[config.mk]
export PLATFORM = sky130hd
export DESIGN_NAME = junction_sequencer
export DESIGN_NICKNAME = d
export VERILOG_FILES = /design/src/rtl/jseq_pkg.sv /design/src/rtl/shaft_pulse_counter.sv /design/src/rtl/junction_sequencer.sv
export SDC_FILE = /design/constraint.sdc
export NUM_CORES = 1
export LEC_CHECK = 0
export CAP_MARGIN = 10
export CORE_MARGIN = 2
export CORE_UTILIZATION = 54
export CTS_CLUSTER_SIZE = 14
export DETAILED_ROUTE_END_ITERATION = 8
export GPL_ROUTABILITY_DRIVEN = 0
export PLACE_DENSITY_LB_ADDON = 0.25
export REMOVE_ABC_BUFFERS = 1
export SLEW_MARGIN = 20
export SYNTH_ARGS = -nofsm -noshare
export SYNTH_HDL_FRONTEND = slang
export SYNTH_SLANG_ARGS = --single-unit
[constraint.sdc]
create_clock -name clk -period 3.76 [get_ports clk]
set_clock_uncertainty 0.05 [all_clocks]
set_input_delay 0.752 -clock clk [delete_from_list [all_inputs] [get_ports clk]]
set_output_delay 0.752 -clock clk [all_outputs]
set_load 0.1 [all_outputs]
[src/rtl/jseq_pkg.sv]
// Shared types and constants for the junction sequencer: state encoding,
// tone-detector direction codes, H-bridge patterns and pending-turn kinds.
package jseq_pkg;

    typedef enum logic [2:0] {
        IDLE     = 3'd0,
        WAIT_CMD = 3'd1,
        HOLD     = 3'd2,
        CREEP    = 3'd3,
        TURN     = 3'd4,
        BRAKE    = 3'd5,
        PAUSE    = 3'd6,
        FAULT    = 3'd7
    } state_t;

    typedef enum logic [1:0] {
        NONE = 2'd0,
        L90  = 2'd1,
        R90  = 2'd2,
        R180 = 2'd3
    } pending_t;

    localparam logic [2:0] TD_STRAIGHT = 3'b000;
    localparam logic [2:0] TD_LEFT     = 3'b001;
    localparam logic [2:0] TD_RIGHT    = 3'b010;
    localparam logic [2:0] TD_BACK     = 3'b011;
    localparam logic [2:0] TD_STOP     = 3'b100;

    // Bridge patterns as {In1,In2,In3,In4}
    localparam logic [3:0] FWD    = 4'b0110;
    localparam logic [3:0] SPIN_L = 4'b1010;
    localparam logic [3:0] SPIN_R = 4'b0101;
    localparam logic [3:0] OFF    = 4'b0000;

    typedef struct packed {
        logic     ok;
        state_t   nxt;
        pending_t pend;
    } cmd_t;

    // Map a direction code to the state it starts and the turn it leaves pending.
    // Codes above STOP are reported as not ok so callers ignore them.
    function automatic cmd_t decode_cmd(input logic [2:0] dir);
        cmd_t c;
        c = '{ok: 1'b1, nxt: HOLD, pend: NONE};
        case (dir)
            TD_STOP:     c.nxt = HOLD;
            TD_STRAIGHT: c.nxt = CREEP;
            TD_LEFT:     begin c.nxt = CREEP; c.pend = L90;  end
            TD_RIGHT:    begin c.nxt = CREEP; c.pend = R90;  end
            TD_BACK:     begin c.nxt = TURN;  c.pend = R180; end
            default:     c.ok = 1'b0;
        endcase
        return c;
    endfunction

endpackage

[src/rtl/shaft_pulse_counter.sv]
// One wheel's encoder front end: two-flop synchroniser, rising-edge strobe,
// saturating edge counter with clear/enable, and a compare against target.
module shaft_pulse_counter #(
    parameter int CNT_W = 8
) (
    input  logic             clk,
    input  logic             rst_n,
    input  logic             pulse_in,
    input  logic             clear,
    input  logic             count_en,
    input  logic [CNT_W-1:0] target,
    output logic [CNT_W-1:0] count,
    output logic             at_target,
    output logic             edge_stb
);

    logic [1:0]       sync_q, sync_d;
    logic             prev_q, prev_d;
    logic [CNT_W-1:0] count_q, count_d;

    assign edge_stb  = sync_q[1] & ~prev_q;
    assign count     = count_q;
    assign at_target = (count_q >= target);

    // Next values: shift the synchroniser, then count edges unless frozen or saturated.
    always_comb begin
        sync_d  = {sync_q[0], pulse_in};
        prev_d  = sync_q[1];
        count_d = count_q;
        if (clear) begin
            count_d = '0;
        end else if (edge_stb && count_en && (count_q != '1)) begin
            count_d = count_q + 1'b1;
        end
    end

    // Register synchroniser, edge history and count.
    always_ff @(posedge clk or negedge rst_n) begin
        if (!rst_n) begin
            sync_q  <= '0;
            prev_q  <= 1'b0;
            count_q <= '0;
        end else begin
            sync_q  <= sync_d;
            prev_q  <= prev_d;
            count_q <= count_d;
        end
    end

endmodule

[src/rtl/junction_sequencer.sv]
// Junction sequencer: owns the H-bridge from a junction until the commanded
// creep/spin maneuver finishes, counting encoder edges per wheel.
// Optional build macro JSEQ_SLOWDOWN_EN switches a wheel to pwm_veer when it
// is within SLOW_PULSES edges of its target.
module junction_sequencer
    import jseq_pkg::*;
#(
    parameter int PULSES_CREEP   = 20,
    parameter int PULSES_90      = 40,
    parameter int PULSES_180     = 80,
    parameter int BRAKE_CYCLES   = 2_500_000,
    parameter int TIMEOUT_CYCLES = 100_000_000,
    parameter int SLOW_PULSES    = 6,
    parameter int CNT_W          = 8
) (
    input  logic       clk,
    input  logic       rst_n,
    input  logic       jct_detect,
    input  logic       td_valid,
    input  logic [2:0] td_dir,
    input  logic       colDetect,
    input  logic       shaftPulseL,
    input  logic       shaftPulseR,
    input  logic       pwm_hard,
    input  logic       pwm_full,
    input  logic       pwm_veer,
    output logic       own,
    output logic       hbEnA,
    output logic       hbEnB,
    output logic [3:0] hbIn,
    output logic       busy,
    output logic       done,
    output logic       err,
    output logic [2:0] state_dbg
);

    localparam int TMR_MAX = (TIMEOUT_CYCLES > BRAKE_CYCLES) ? TIMEOUT_CYCLES : BRAKE_CYCLES;
    localparam int TMR_W   = $clog2(TMR_MAX + 1);
    localparam logic [TMR_W-1:0] TMO_LAST   = TMR_W'(TIMEOUT_CYCLES - 1);
    localparam logic [TMR_W-1:0] BRAKE_LAST = TMR_W'(BRAKE_CYCLES - 1);
    localparam logic [CNT_W-1:0] TGT_CREEP  = CNT_W'(PULSES_CREEP);
    localparam logic [CNT_W-1:0] TGT_90     = CNT_W'(PULSES_90);
    localparam logic [CNT_W-1:0] TGT_180    = CNT_W'(PULSES_180);

    state_t           state_q, state_d, ret_q, ret_d, eff_state;
    pending_t         pending_q, pending_d;
    logic [TMR_W-1:0] timer_q, timer_d;
    logic             jct_q, jct_d, jct_rise;
    logic             own_q, own_d, en_a_q, en_a_d, en_b_q, en_b_d;
    logic             done_q, done_d, err_q, err_d;
    logic [3:0]       hb_in_q, hb_in_d;
    logic             run, base, entry_clear, cnt_en;
    logic             at_l, at_r, edge_l, edge_r, slow_l, slow_r;
    logic [CNT_W-1:0] cnt_l, cnt_r, tgt;
    cmd_t             cmd;

    assign cmd      = decode_cmd(td_dir);
    assign jct_d    = jct_detect;
    assign jct_rise = jct_detect & ~jct_q;

    // Moves into or out of PAUSE keep counts and timer; every other state change restarts them.
    assign entry_clear = (state_d != state_q) && (state_d != PAUSE) && (state_q != PAUSE);
    assign cnt_en      = (state_q != PAUSE) && (state_d != PAUSE);
    assign eff_state   = (state_q == PAUSE) ? ret_q : state_q;
    assign tgt         = (eff_state == CREEP) ? TGT_CREEP : ((pending_q == R180) ? TGT_180 : TGT_90);

    shaft_pulse_counter #(.CNT_W(CNT_W)) u_cnt_l (
        .clk(clk), .rst_n(rst_n), .pulse_in(shaftPulseL), .clear(entry_clear),
        .count_en(cnt_en), .target(tgt), .count(cnt_l), .at_target(at_l), .edge_stb(edge_l)
    );

    shaft_pulse_counter #(.CNT_W(CNT_W)) u_cnt_r (
        .clk(clk), .rst_n(rst_n), .pulse_in(shaftPulseR), .clear(entry_clear),
        .count_en(cnt_en), .target(tgt), .count(cnt_r), .at_target(at_r), .edge_stb(edge_r)
    );

`ifdef JSEQ_SLOWDOWN_EN
    logic [CNT_W-1:0] rem_l, rem_r;
    assign rem_l  = tgt - cnt_l;
    assign rem_r  = tgt - cnt_r;
    assign slow_l = !at_l && (rem_l <= CNT_W'(SLOW_PULSES));
    assign slow_r = !at_r && (rem_r <= CNT_W'(SLOW_PULSES));
`else
    logic [2*CNT_W:0] unused_cnt;
    assign unused_cnt = {cnt_l, cnt_r, SLOW_PULSES[0]};
    assign slow_l     = 1'b0;
    assign slow_r     = 1'b0;
`endif

    // Next state: command decode, target completion, collision pause and timeouts.
    always_comb begin
        state_d   = state_q;
        ret_d     = ret_q;
        pending_d = pending_q;
        case (state_q)
            IDLE: if (jct_rise) state_d = WAIT_CMD;
            WAIT_CMD: begin
                if (td_valid && cmd.ok) begin
                    state_d   = cmd.nxt;
                    pending_d = cmd.pend;
                end else if (timer_q >= TMO_LAST) begin
                    state_d = FAULT;
                end
            end
            HOLD: begin
                if (td_valid && cmd.ok && (td_dir != TD_STOP)) begin
                    state_d   = cmd.nxt;
                    pending_d = cmd.pend;
                end
            end
            CREEP: begin
                if (!colDetect) begin
                    state_d = PAUSE;
                    ret_d   = CREEP;
                end else if (at_l && at_r) begin
                    state_d = (pending_q == NONE) ? BRAKE : TURN;
                end else if (timer_q >= TMO_LAST) begin
                    state_d = FAULT;
                end
            end
            TURN: begin
                if (!colDetect) begin
                    state_d = PAUSE;
                    ret_d   = TURN;
                end else if (at_l && at_r) begin
                    state_d = BRAKE;
                end else if (timer_q >= TMO_LAST) begin
                    state_d = FAULT;
                end
            end
            BRAKE: if (timer_q >= BRAKE_LAST) state_d = IDLE;
            PAUSE: if (colDetect) state_d = ret_q;
            FAULT: if (td_valid && (td_dir == TD_STOP)) state_d = IDLE;
            default: state_d = IDLE;
        endcase
        if (state_d == IDLE) pending_d = NONE;
    end

    // Shared timer: command wait, stall watchdog (cleared by any edge) and brake hold.
    always_comb begin
        timer_d = timer_q;
        if (entry_clear) begin
            timer_d = '0;
        end else if ((state_q == PAUSE) || (state_d == PAUSE)) begin
            timer_d = timer_q;
        end else begin
            case (state_q)
                WAIT_CMD, BRAKE: timer_d = timer_q + 1'b1;
                CREEP, TURN:     timer_d = (edge_l || edge_r) ? '0 : timer_q + 1'b1;
                default:         timer_d = '0;
            endcase
        end
    end

    // Output values for the state being entered; enables stay low on the entry cycle.
    always_comb begin
        run    = (state_d == state_q) && ((state_q == CREEP) || (state_q == TURN));
        base   = (state_q == CREEP) ? pwm_full : pwm_hard;
        en_a_d = run && !at_l && (slow_l ? pwm_veer : base);
        en_b_d = run && !at_r && (slow_r ? pwm_veer : base);
        case (state_d)
            CREEP:   hb_in_d = FWD;
            TURN:    hb_in_d = (pending_d == L90) ? SPIN_L : SPIN_R;
            PAUSE:   hb_in_d = hb_in_q;
            default: hb_in_d = OFF;
        endcase
        own_d  = (state_d != IDLE);
        done_d = (state_q == BRAKE) && (state_d == IDLE);
        err_d  = (state_d == FAULT);
    end

    // All sequencer state and registered outputs. The junction history resets high
    // so a level already present when reset releases is not taken as a new junction.
    always_ff @(posedge clk or negedge rst_n) begin
        if (!rst_n) begin
            state_q   <= IDLE;
            ret_q     <= IDLE;
            pending_q <= NONE;
            timer_q   <= '0;
            jct_q     <= 1'b1;
            own_q     <= 1'b0;
            en_a_q    <= 1'b0;
            en_b_q    <= 1'b0;
            hb_in_q   <= OFF;
            done_q    <= 1'b0;
            err_q     <= 1'b0;
        end else begin
            state_q   <= state_d;
            ret_q     <= ret_d;
            pending_q <= pending_d;
            timer_q   <= timer_d;
            jct_q     <= jct_d;
            own_q     <= own_d;
            en_a_q    <= en_a_d;
            en_b_q    <= en_b_d;
            hb_in_q   <= hb_in_d;
            done_q    <= done_d;
            err_q     <= err_d;
        end
    end

    // busy and own mean the same thing: any state other than IDLE.
    assign own       = own_q;
    assign busy      = own_q;
    assign hbEnA     = en_a_q;
    assign hbEnB     = en_b_q;
    assign hbIn      = hb_in_q;
    assign done      = done_q;
    assign err       = err_q;
    assign state_dbg = state_q;

endmodule

### Word level (Yosys, flattened, before mapping)

Index checks and enable logic that the tools add are counted.

* flip-flop bits (word level): 67
* latch bits: 0
* bits in writable memories: 0
* memory bits (read-only): 0
* input bits: 13
* output and inout bits: 13
* memories: 0

* add/subtract/negate cells: 3
* multiply operators: 0
* div/mod/pow operators: 0
* $lt $le $gt $ge: 4
* equality and inequality tests: 28
* shift operators: 0
* multiplexer cells: 37
* bitwise gates (word level): 6
* reductions and logical operators: 35

Operators by type and width (number)
* $mux W27: 3
* $pmux W27 S2: 1
* $mux W3: 14
* $mux W8: 4
* $add A27 B1 Y27 const B: 1
* $ge A27 B22 Y1 const B: 1
* $ge A27 B27 Y1 const B: 1
* $eq A3 B3 Y1 const B: 8
* $pmux W3 S8: 1
* $eq A3 B2 Y1 const B: 6
* $logic_and A1 B1 Y1: 17
* $add A8 B1 Y8 const B: 2
* $ge A8 B7 Y1: 2
* $ne A8 B8 Y1 const B: 2
* $mux W7: 2
* $pmux W3 S2: 2
* $pmux W4 S3: 1
* $logic_not A3 Y1: 3
* $ne A3 B3 Y1 const B: 3
* $eq A3 B1 Y1 const B: 2
* $mux W2: 3
* $ne A2 B2 Y1 const B: 3
* $pmux W2 S3: 1
* $reduce_bool A2 Y1: 3
* 17 further kinds: 27

### Longest topological paths before layout

Gate-level depths: netlist of run 1.

* depth in word-level cells: 15
* depth in mapped cells: 17
* depth with buffers taken out: 15

### By module

From an unflattened synthesis of run 1, not the netlist that was laid out.

* cell total of the unflattened synthesis: 495
* area, all modules: 4366.7 um^2

Modules (own cells, without submodules)
* junction_sequencer: times used 1, cells an instance 353, area each 2937.8 um^2
* shaft_pulse_counter: times used 2, cells an instance 71, area each 714.4 um^2

### Worst setup path before layout of run 1

OpenSTA, ideal clock, no wires.

* kind: reg2reg
* start: register state_q[2], in the netlist state_dbg[2]
* end: register u_cnt_l.count_q[1], in the netlist u_cnt_l.count[1]
* data arrival time: 4.303 ns
* data required time: 3.632 ns
* slack: -0.671 ns
* cell stages (with the launch flop): 15
* path buffers: 1
* path through: dfrtp_1 > buf_6 > and3b_2 > a311oi_4 > inv_1 > ha_1 > nor2b_1 > a311o_1 > maj3_2 > a31oi_4 > o2111ai_2 > a211oi_4 > nor3_2 > or4b_1 > a21oi_1

* cells in the longest elaborated chain, start to end: 14
* elaborated cells between the ends (all ways): 36

RTL lines
* start, declared: line junction_sequencer.sv:45 `state_t state_q, state_d, ret_q, ret_d, eff_state;`
* start signal, assigned: line junction_sequencer.sv:188 `state_q <= state_d;`
* $eq A3 B3 Y1: line junction_sequencer.sv:64, junction_sequencer.sv:95
* $mux W3: line junction_sequencer.sv:64 `assign eff_state = (state_q == PAUSE) ? ret_q : state_q;`
* $eq A3 B2 Y1: line junction_sequencer.sv:65 `assign tgt = (eff_state == CREEP) ? TGT_CREEP : ((pending_q == R180) ? TGT_180 : TGT_90);`
* $mux W7: line junction_sequencer.sv:65
* $ge A8 B7 Y1: line shaft_pulse_counter.sv:23 `assign at_target = (count_q >= target);`
* $logic_and A1 B1 Y1: line junction_sequencer.sv:115, junction_sequencer.sv:125
* $mux W3 (on tied branches): line junction_sequencer.sv:125, junction_sequencer.sv:115
* $mux W3 (on tied branches): line junction_sequencer.sv:122, junction_sequencer.sv:112
* $pmux W3 S8: line junction_sequencer.sv:95 `case (state_q)`
* $ne A3 B3 Y1: line junction_sequencer.sv:62, junction_sequencer.sv:63
* $logic_and A1 B1 Y1: line junction_sequencer.sv:63 `assign cnt_en = (state_q != PAUSE) && (state_d != PAUSE);`
* $logic_and A1 B1 Y1 (2 in series): line shaft_pulse_counter.sv:32 `end else if (edge_stb && count_en && (count_q != '1)) begin`
* $reduce_bool A2 Y1 (no source line)
* end signal, assigned: line shaft_pulse_counter.sv:46 `count_q <= count_d;`
* end, declared: line shaft_pulse_counter.sv:19 `logic [CNT_W-1:0] count_q, count_d;`

Several ways; a longest one is shown, not always the timed one.
A chain may end at the register's enable or synchronous reset.

### Final worst setup path of run 1

* start: register state_q[1], in the netlist state_dbg[1]
* end: register timer_q[25]

* cells in the longest elaborated chain, start to end: 13
* elaborated cells between the ends (all ways): 39

RTL lines
* $eq A3 B3 Y1: line junction_sequencer.sv:64, junction_sequencer.sv:95
* $mux W3: line junction_sequencer.sv:64
* $eq A3 B2 Y1: line junction_sequencer.sv:65
* $mux W7: line junction_sequencer.sv:65
* $ge A8 B7 Y1: line shaft_pulse_counter.sv:23
* $logic_and A1 B1 Y1: line junction_sequencer.sv:115, junction_sequencer.sv:125
* $mux W3 (on tied branches): line junction_sequencer.sv:125, junction_sequencer.sv:115
* $mux W3 (on tied branches): line junction_sequencer.sv:122, junction_sequencer.sv:112
* $pmux W3 S8 *: line junction_sequencer.sv:95
* via state_d[0]: line junction_sequencer.sv:45
* $ne A3 B3 Y1: line junction_sequencer.sv:62 `assign entry_clear = (state_d != state_q) && (state_d != PAUSE) && (state_q != PAUSE);`
* $logic_and A1 B1 Y1 (2 in series): line junction_sequencer.sv:62
* $ne A2 B2 Y1 (no source line) / $mux W27 (equally long branches)
* end signal, assigned: line junction_sequencer.sv:191 `timer_q <= timer_d;`
* end, declared: line junction_sequencer.sv:47 `logic [TMR_W-1:0] timer_q, timer_d;`

Mark *: on every way through the listed nets, which the timed path passes. The rest lies on a longest branch. The select of a mux whose other input is x is not followed.

==> load_flow_metrics.sql, run 1 <==
INSERT INTO impl_metrics (metric_group, metric, value, unit) VALUES
('route', 'drt_first_pass_iters', '6', ''),
('cells_and_area', 'antenna-diode-count', '0', ''),
('critical_path', 'timing.critical_path.slowest_stage_cell', 'sky130_fd_sc_hd__dfrtp_1', ''),
('floorplan', 'fp.dieW', '93.8', 'um'),
('critical_path', 'timing.critical_path.arrival', '4.08', 'ns'),
('route', 'detail_route.vias_per_cell', '6.54', ''),
('job', 'maxCapViolations', '0', ''),
('route', 'post_detailed_routing_wire_length', '13.4', 'mm'),
('clock_tree', 'cts.reportedPaths.clkPinSlew', '0.09', 'ns'),
('global_routing', 'gr-usage-all-layers', '28.4', '%'),
('route', 'average_detailed_routed_wire_length_per_instance', '19.9', 'um'),
('global_routing', 'grt_pass1_wl', '19.8', 'mm'),
('critical_path', 'path_max_fanout', '6', ''),
('critical_path', 'worstPathBufferInverterCount', '4', ''),
('floorplan', 'coreArea', '0.00777', 'mm^2'),
('sta', 'final-setup-viol-count', '35', ''),
('logic_synthesis', 'sequential_cell_area_fraction_in_the_yosys_report', '37.9', '%'),
('outcome', 'run_status', 'finished, violations left', ''),
('logic_synthesis', 'synthesis.area_per_instance', '8.82', 'um^2'),
('cells_and_area', 'final_layout_size_suffix_gt1_share', '27.2', '%'),
('clock_tree', 'cts_made_buffers', '9', ''),
('floorplan', 'initial_utilization', '56.1', '%'),
('logic_synthesis', 'synth_edf_count', '0', ''),
('floorplan', 'i_o_pin_count', '26', ''),
('clock_tree', 'hold_buffers_post_cts', '0', ''),
('critical_path', 'worst_setup_path_end_kind', 'register', ''),
('sta', 'final-max-slew-violation-count', '0', ''),
('pwr', 'switchingPower', '2.21', 'mW'),
('floorplan', 'die_height', '93.8', 'um'),
('route', 'initialDrtViolationCount', '527', ''),
('cells_and_area', 'area.growth.synth_to_final', '34.1', '%'),
('sta', 'post-route-worst-setup-slack', '-0.131', 'ns'),
('logic_synthesis', 'synth_ff_type', 'sky130_fd_sc_hd__dfrtp_1', ''),
('critical_path', 'worst_path_cell_chain', 'and3b_2 -> a311oi_4 -> inv_2 -> ha_4 -> nor2b_1 -> a311o_1 -> maj3_2 -> a31o_4 -> a311oi_4 -> buf_4 -> a21o_4 -> o31ai_4 -> buf_6 -> buf_12 -> a31o_1 -> a22o_1', ''),
('sta', 'layout_worst_path_cycle_share', '103', '%'),
('floorplan', 'die_area', '0.00880', 'mm^2'),
('sta', 'min_period', '3.89', 'ns'),
('clock_tree', 'cts_buffer_depth', '2', ''),
('outcome', 'violations', 'setup timing', ''),
('clock_tree', 'clock_insertion_delay_worst_skew', '0.36', 'ns'),
('critical_path', 'cp.required', '3.95', 'ns'),
('clock_tree', 'cts_root_buf', 'sky130_fd_sc_hd__clkbuf_8', ''),
('worst_hold_path', 'min_path_type', 'in -> async', ''),
('pwr', 'p_total', '4.76', 'mW'),
('critical_path', 'worst_r2r_src', 'state_dbg[1]$_DFF_PN0_', ''),
('pwr', 'clock_power_share', '15.7', '%'),
('sta', 'setup_total_negative_slack', '-1.81', 'ns'),
('pwr', 'swShare', '46.4', '%'),
('pwr', 'power.internal', '2.55', 'mW'),
('global_routing', 'first_global_vias', '4078', ''),
('critical_path', 'start_kind', 'register', ''),
('route', 'drc_errors', '0', ''),
('sta', 'hold_fails_final_rpt', '0', ''),
('clock_tree', 'cts_num_sinks', '66', ''),
('cells_and_area', 'nNetsFinal', '595', ''),
('global_routing', 'antenna_found_initial', '0', ''),
('logic_synthesis', 'netlist.area_leader.share', '37.3', '%'),
('sta', 'timing_worst_slew_pin_value', '0.986', 'ns'),
('logic_synthesis', 'post_synth_inst_count', '494', ''),
('sta', 'worst_slew_margin_rel', '34.1', '%'),
('critical_path', 'worst_path_max_stage_delay', '0.41', 'ns'),
('logic_synthesis', 'ys_warns', '0', ''),
('logic_synthesis', 'synthArstFlopShare', '100', '%'),
('logic_synthesis', 'post_synth_main_area_contributors', 'sky130_fd_sc_hd__dfrtp_1 37%, sky130_fd_sc_hd__ha_1 3.7%, sky130_fd_sc_hd__nor2_1 3.7%', ''),
('pwr', 'power.ir.vdd_worst', '752', 'uV'),
('pwr', 'seq_power_share', '17.9', '%'),
('pwr', 'power_leakage', '2.44', 'nW'),
('sta', 'achievable-frequency', '257', 'MHz'),
('logic_synthesis', 'synth.lib_cells_used.distinct', '65', ''),
('pwr', 'p_per_area', '816', 'mW/mm^2'),
('critical_path', 'worst-setup-path-type', 'reg -> reg', '');
==> flip-flops by register name, indices dropped and copies added, names as in the netlist <==
signal,cells
hbEnA,1
u_cnt_l.sync_q,2
u_cnt_r.prev_q,1
timer_q,27
u_cnt_r.sync_q,2
ret_q,2
u_cnt_r.count,8
busy,1
hbEnB,1
state_dbg,3
jct_q,1
done,1
pending_q,2
u_cnt_l.prev_q,1
hbIn,4
err,1
u_cnt_l.count,8
==> stage by stage <==
step	setup slack, ns	utilization [%]	cell area (um^2)	std cells	hold slack, ns
final	-0.131	75.2	5840	676	0.279
after global routing	-0.229	75.2	5840	676	0.307
after CTS	-0.0666	70.6	5480	671	0.292
after detailed placement	-0.302	64.0	4970	642	0.286
after global placement	-0.258	64.0	4970	642	0.285
after floorplan	-2.51	-	4210	469	0.281
==> cell usage after synthesis (8+ instances only) <==
cell type                   number
sky130_fd_sc_hd__and2_1         11
sky130_fd_sc_hd__a21o_1          9
sky130_fd_sc_hd__inv_1          30
sky130_fd_sc_hd__mux2i_1         8
sky130_fd_sc_hd__a31oi_1        23
sky130_fd_sc_hd__nand2_1        33
sky130_fd_sc_hd__a21oi_1        16
sky130_fd_sc_hd__and3_1         10
sky130_fd_sc_hd__nand4_1        15
sky130_fd_sc_hd__ha_1           13
sky130_fd_sc_hd__clkbuf_1       11
sky130_fd_sc_hd__nand3_1        30
sky130_fd_sc_hd__o21ai_0        11
sky130_fd_sc_hd__nand2b_1        9
sky130_fd_sc_hd__o2bb2ai_1       8
sky130_fd_sc_hd__nor2_1         43
sky130_fd_sc_hd__a22o_1         16
sky130_fd_sc_hd__dfrtp_1        65
sky130_fd_sc_hd__nor3_1         15
==> kinds of logic after synthesis <==
logic type      count (synthesis)  synth area share, %
simple gates                  203                 24.3
mux                             8                 1.84
buf+inv                        58                 6.15
xor+xnor                        1                0.201
flops                          66                 37.9
compound gates                143                 25.4
fa+ha+maj                      15                 4.25
==> layer usage <==
layer  routed length (um)  global-route usage, %
met5                    0                      0
met4                  442                   10.0
met2                 6640                   46.0
met3                  976                   5.78
met1                 5370                   38.0
==> cell type report <==
class / count / area, um^2
tap: 102 / 128
multi-input combinational: 371 / 2830
sequential: 66 / 1650
timing repair buffer: 88 / 868
fill: 525 / 1930
inverter: 33 / 124
clock buffer: 10 / 128
clock inverter: 6 / 115
==> path summary, 6_finish.rpt <==
check	end	slack, ns	cells after the start
max	timer_q[25]$_DFFE_PN0P_	-0.13	16
min	u_cnt_r.count[2]$_DFFE_PN0P_	0.28	1
max reg2reg	timer_q[25]$_DFFE_PN0P_	-0.13	16
min reg2reg	u_cnt_l.sync_q[1]$_DFF_PN0_	0.30	0
max in group asynchronous	done$_DFF_PN0_	2.41	2
min in group clk	u_cnt_l.sync_q[1]$_DFF_PN0_	0.30	0
==> timing repair <==
action | 4_1_cts | 5_1_grt
buffers inserted | 11 | 4
pin swaps | 23 | 23
resized for setup | 29 | 60
cloned | 2 | 3
endpoints found under the setup margin | 53 | 52
==> power by group through the flow <==
stage               combinational (mW)  clock, mW  sequential (mW)
finish                            3.16      0.749            0.854
global route                      3.30      0.785            0.862
global placement                  2.24          0            0.855
CTS                               2.56      0.754            0.852
detailed placement                2.28          0            0.861
floorplan                         1.06          0             1.23
==> layout by cell type (no fill, tap or decap), types with 5 or more instances in the layout <==
master / Yosys / routed
sky130_fd_sc_hd__dfrtp_1: 65 / 65
sky130_fd_sc_hd__buf_4: 6 / 42
sky130_fd_sc_hd__nor2_1: 43 / 41
sky130_fd_sc_hd__nand2_1: 33 / 30
sky130_fd_sc_hd__inv_1: 30 / 29
sky130_fd_sc_hd__nand3_1: 30 / 29
sky130_fd_sc_hd__clkdlybuf4s50_1: 0 / 20
sky130_fd_sc_hd__buf_6: 3 / 18
sky130_fd_sc_hd__a22o_1: 16 / 16
sky130_fd_sc_hd__nand4_1: 15 / 15
sky130_fd_sc_hd__nor3_1: 15 / 14
sky130_fd_sc_hd__a31oi_1: 23 / 14
sky130_fd_sc_hd__o21ai_0: 11 / 11
sky130_fd_sc_hd__a21oi_1: 16 / 11
sky130_fd_sc_hd__ha_1: 13 / 11
sky130_fd_sc_hd__a31oi_4: 2 / 10
sky130_fd_sc_hd__and3_1: 10 / 9
sky130_fd_sc_hd__a21o_1: 9 / 9
sky130_fd_sc_hd__clkbuf_8: 0 / 9
sky130_fd_sc_hd__nand2b_1: 9 / 8
sky130_fd_sc_hd__mux2i_1: 8 / 8
sky130_fd_sc_hd__and2_4: 0 / 7
sky130_fd_sc_hd__a211o_1: 6 / 6
sky130_fd_sc_hd__o211ai_1: 6 / 6
sky130_fd_sc_hd__a21oi_2: 0 / 5
sky130_fd_sc_hd__nor4_1: 5 / 5
sky130_fd_sc_hd__and2_1: 11 / 5
sky130_fd_sc_hd__or3_1: 6 / 5
sky130_fd_sc_hd__o2bb2ai_2: 0 / 5
Note: power is estimated with default switching activity, not from simulation.
==> run 2: changes to the inputs <==
--- a/config.mk
+++ b/config.mk
@@ -8,7 +8,6 @@
 export CAP_MARGIN = 10
 export CORE_MARGIN = 2
 export CORE_UTILIZATION = 54
-export CTS_CLUSTER_SIZE = 14
 export DETAILED_ROUTE_END_ITERATION = 8
 export GPL_ROUTABILITY_DRIVEN = 0
 export PLACE_DENSITY_LB_ADDON = 0.25
==> results of run 2 <==
Final layout, timing and power as in run 1 (identical DEF).
==> run 3: changes to the inputs <==
--- a/config.mk
+++ b/config.mk
@@ -5,6 +5,7 @@
 export SDC_FILE = /design/constraint.sdc
 export NUM_CORES = 1
 export LEC_CHECK = 0
+export ABC_CLOCK_PERIOD_IN_PS = 3760
 export CAP_MARGIN = 10
 export CORE_MARGIN = 2
 export CORE_UTILIZATION = 54
==> results of run 3 <==
Final layout, timing and power as in run 1 (identical DEF).
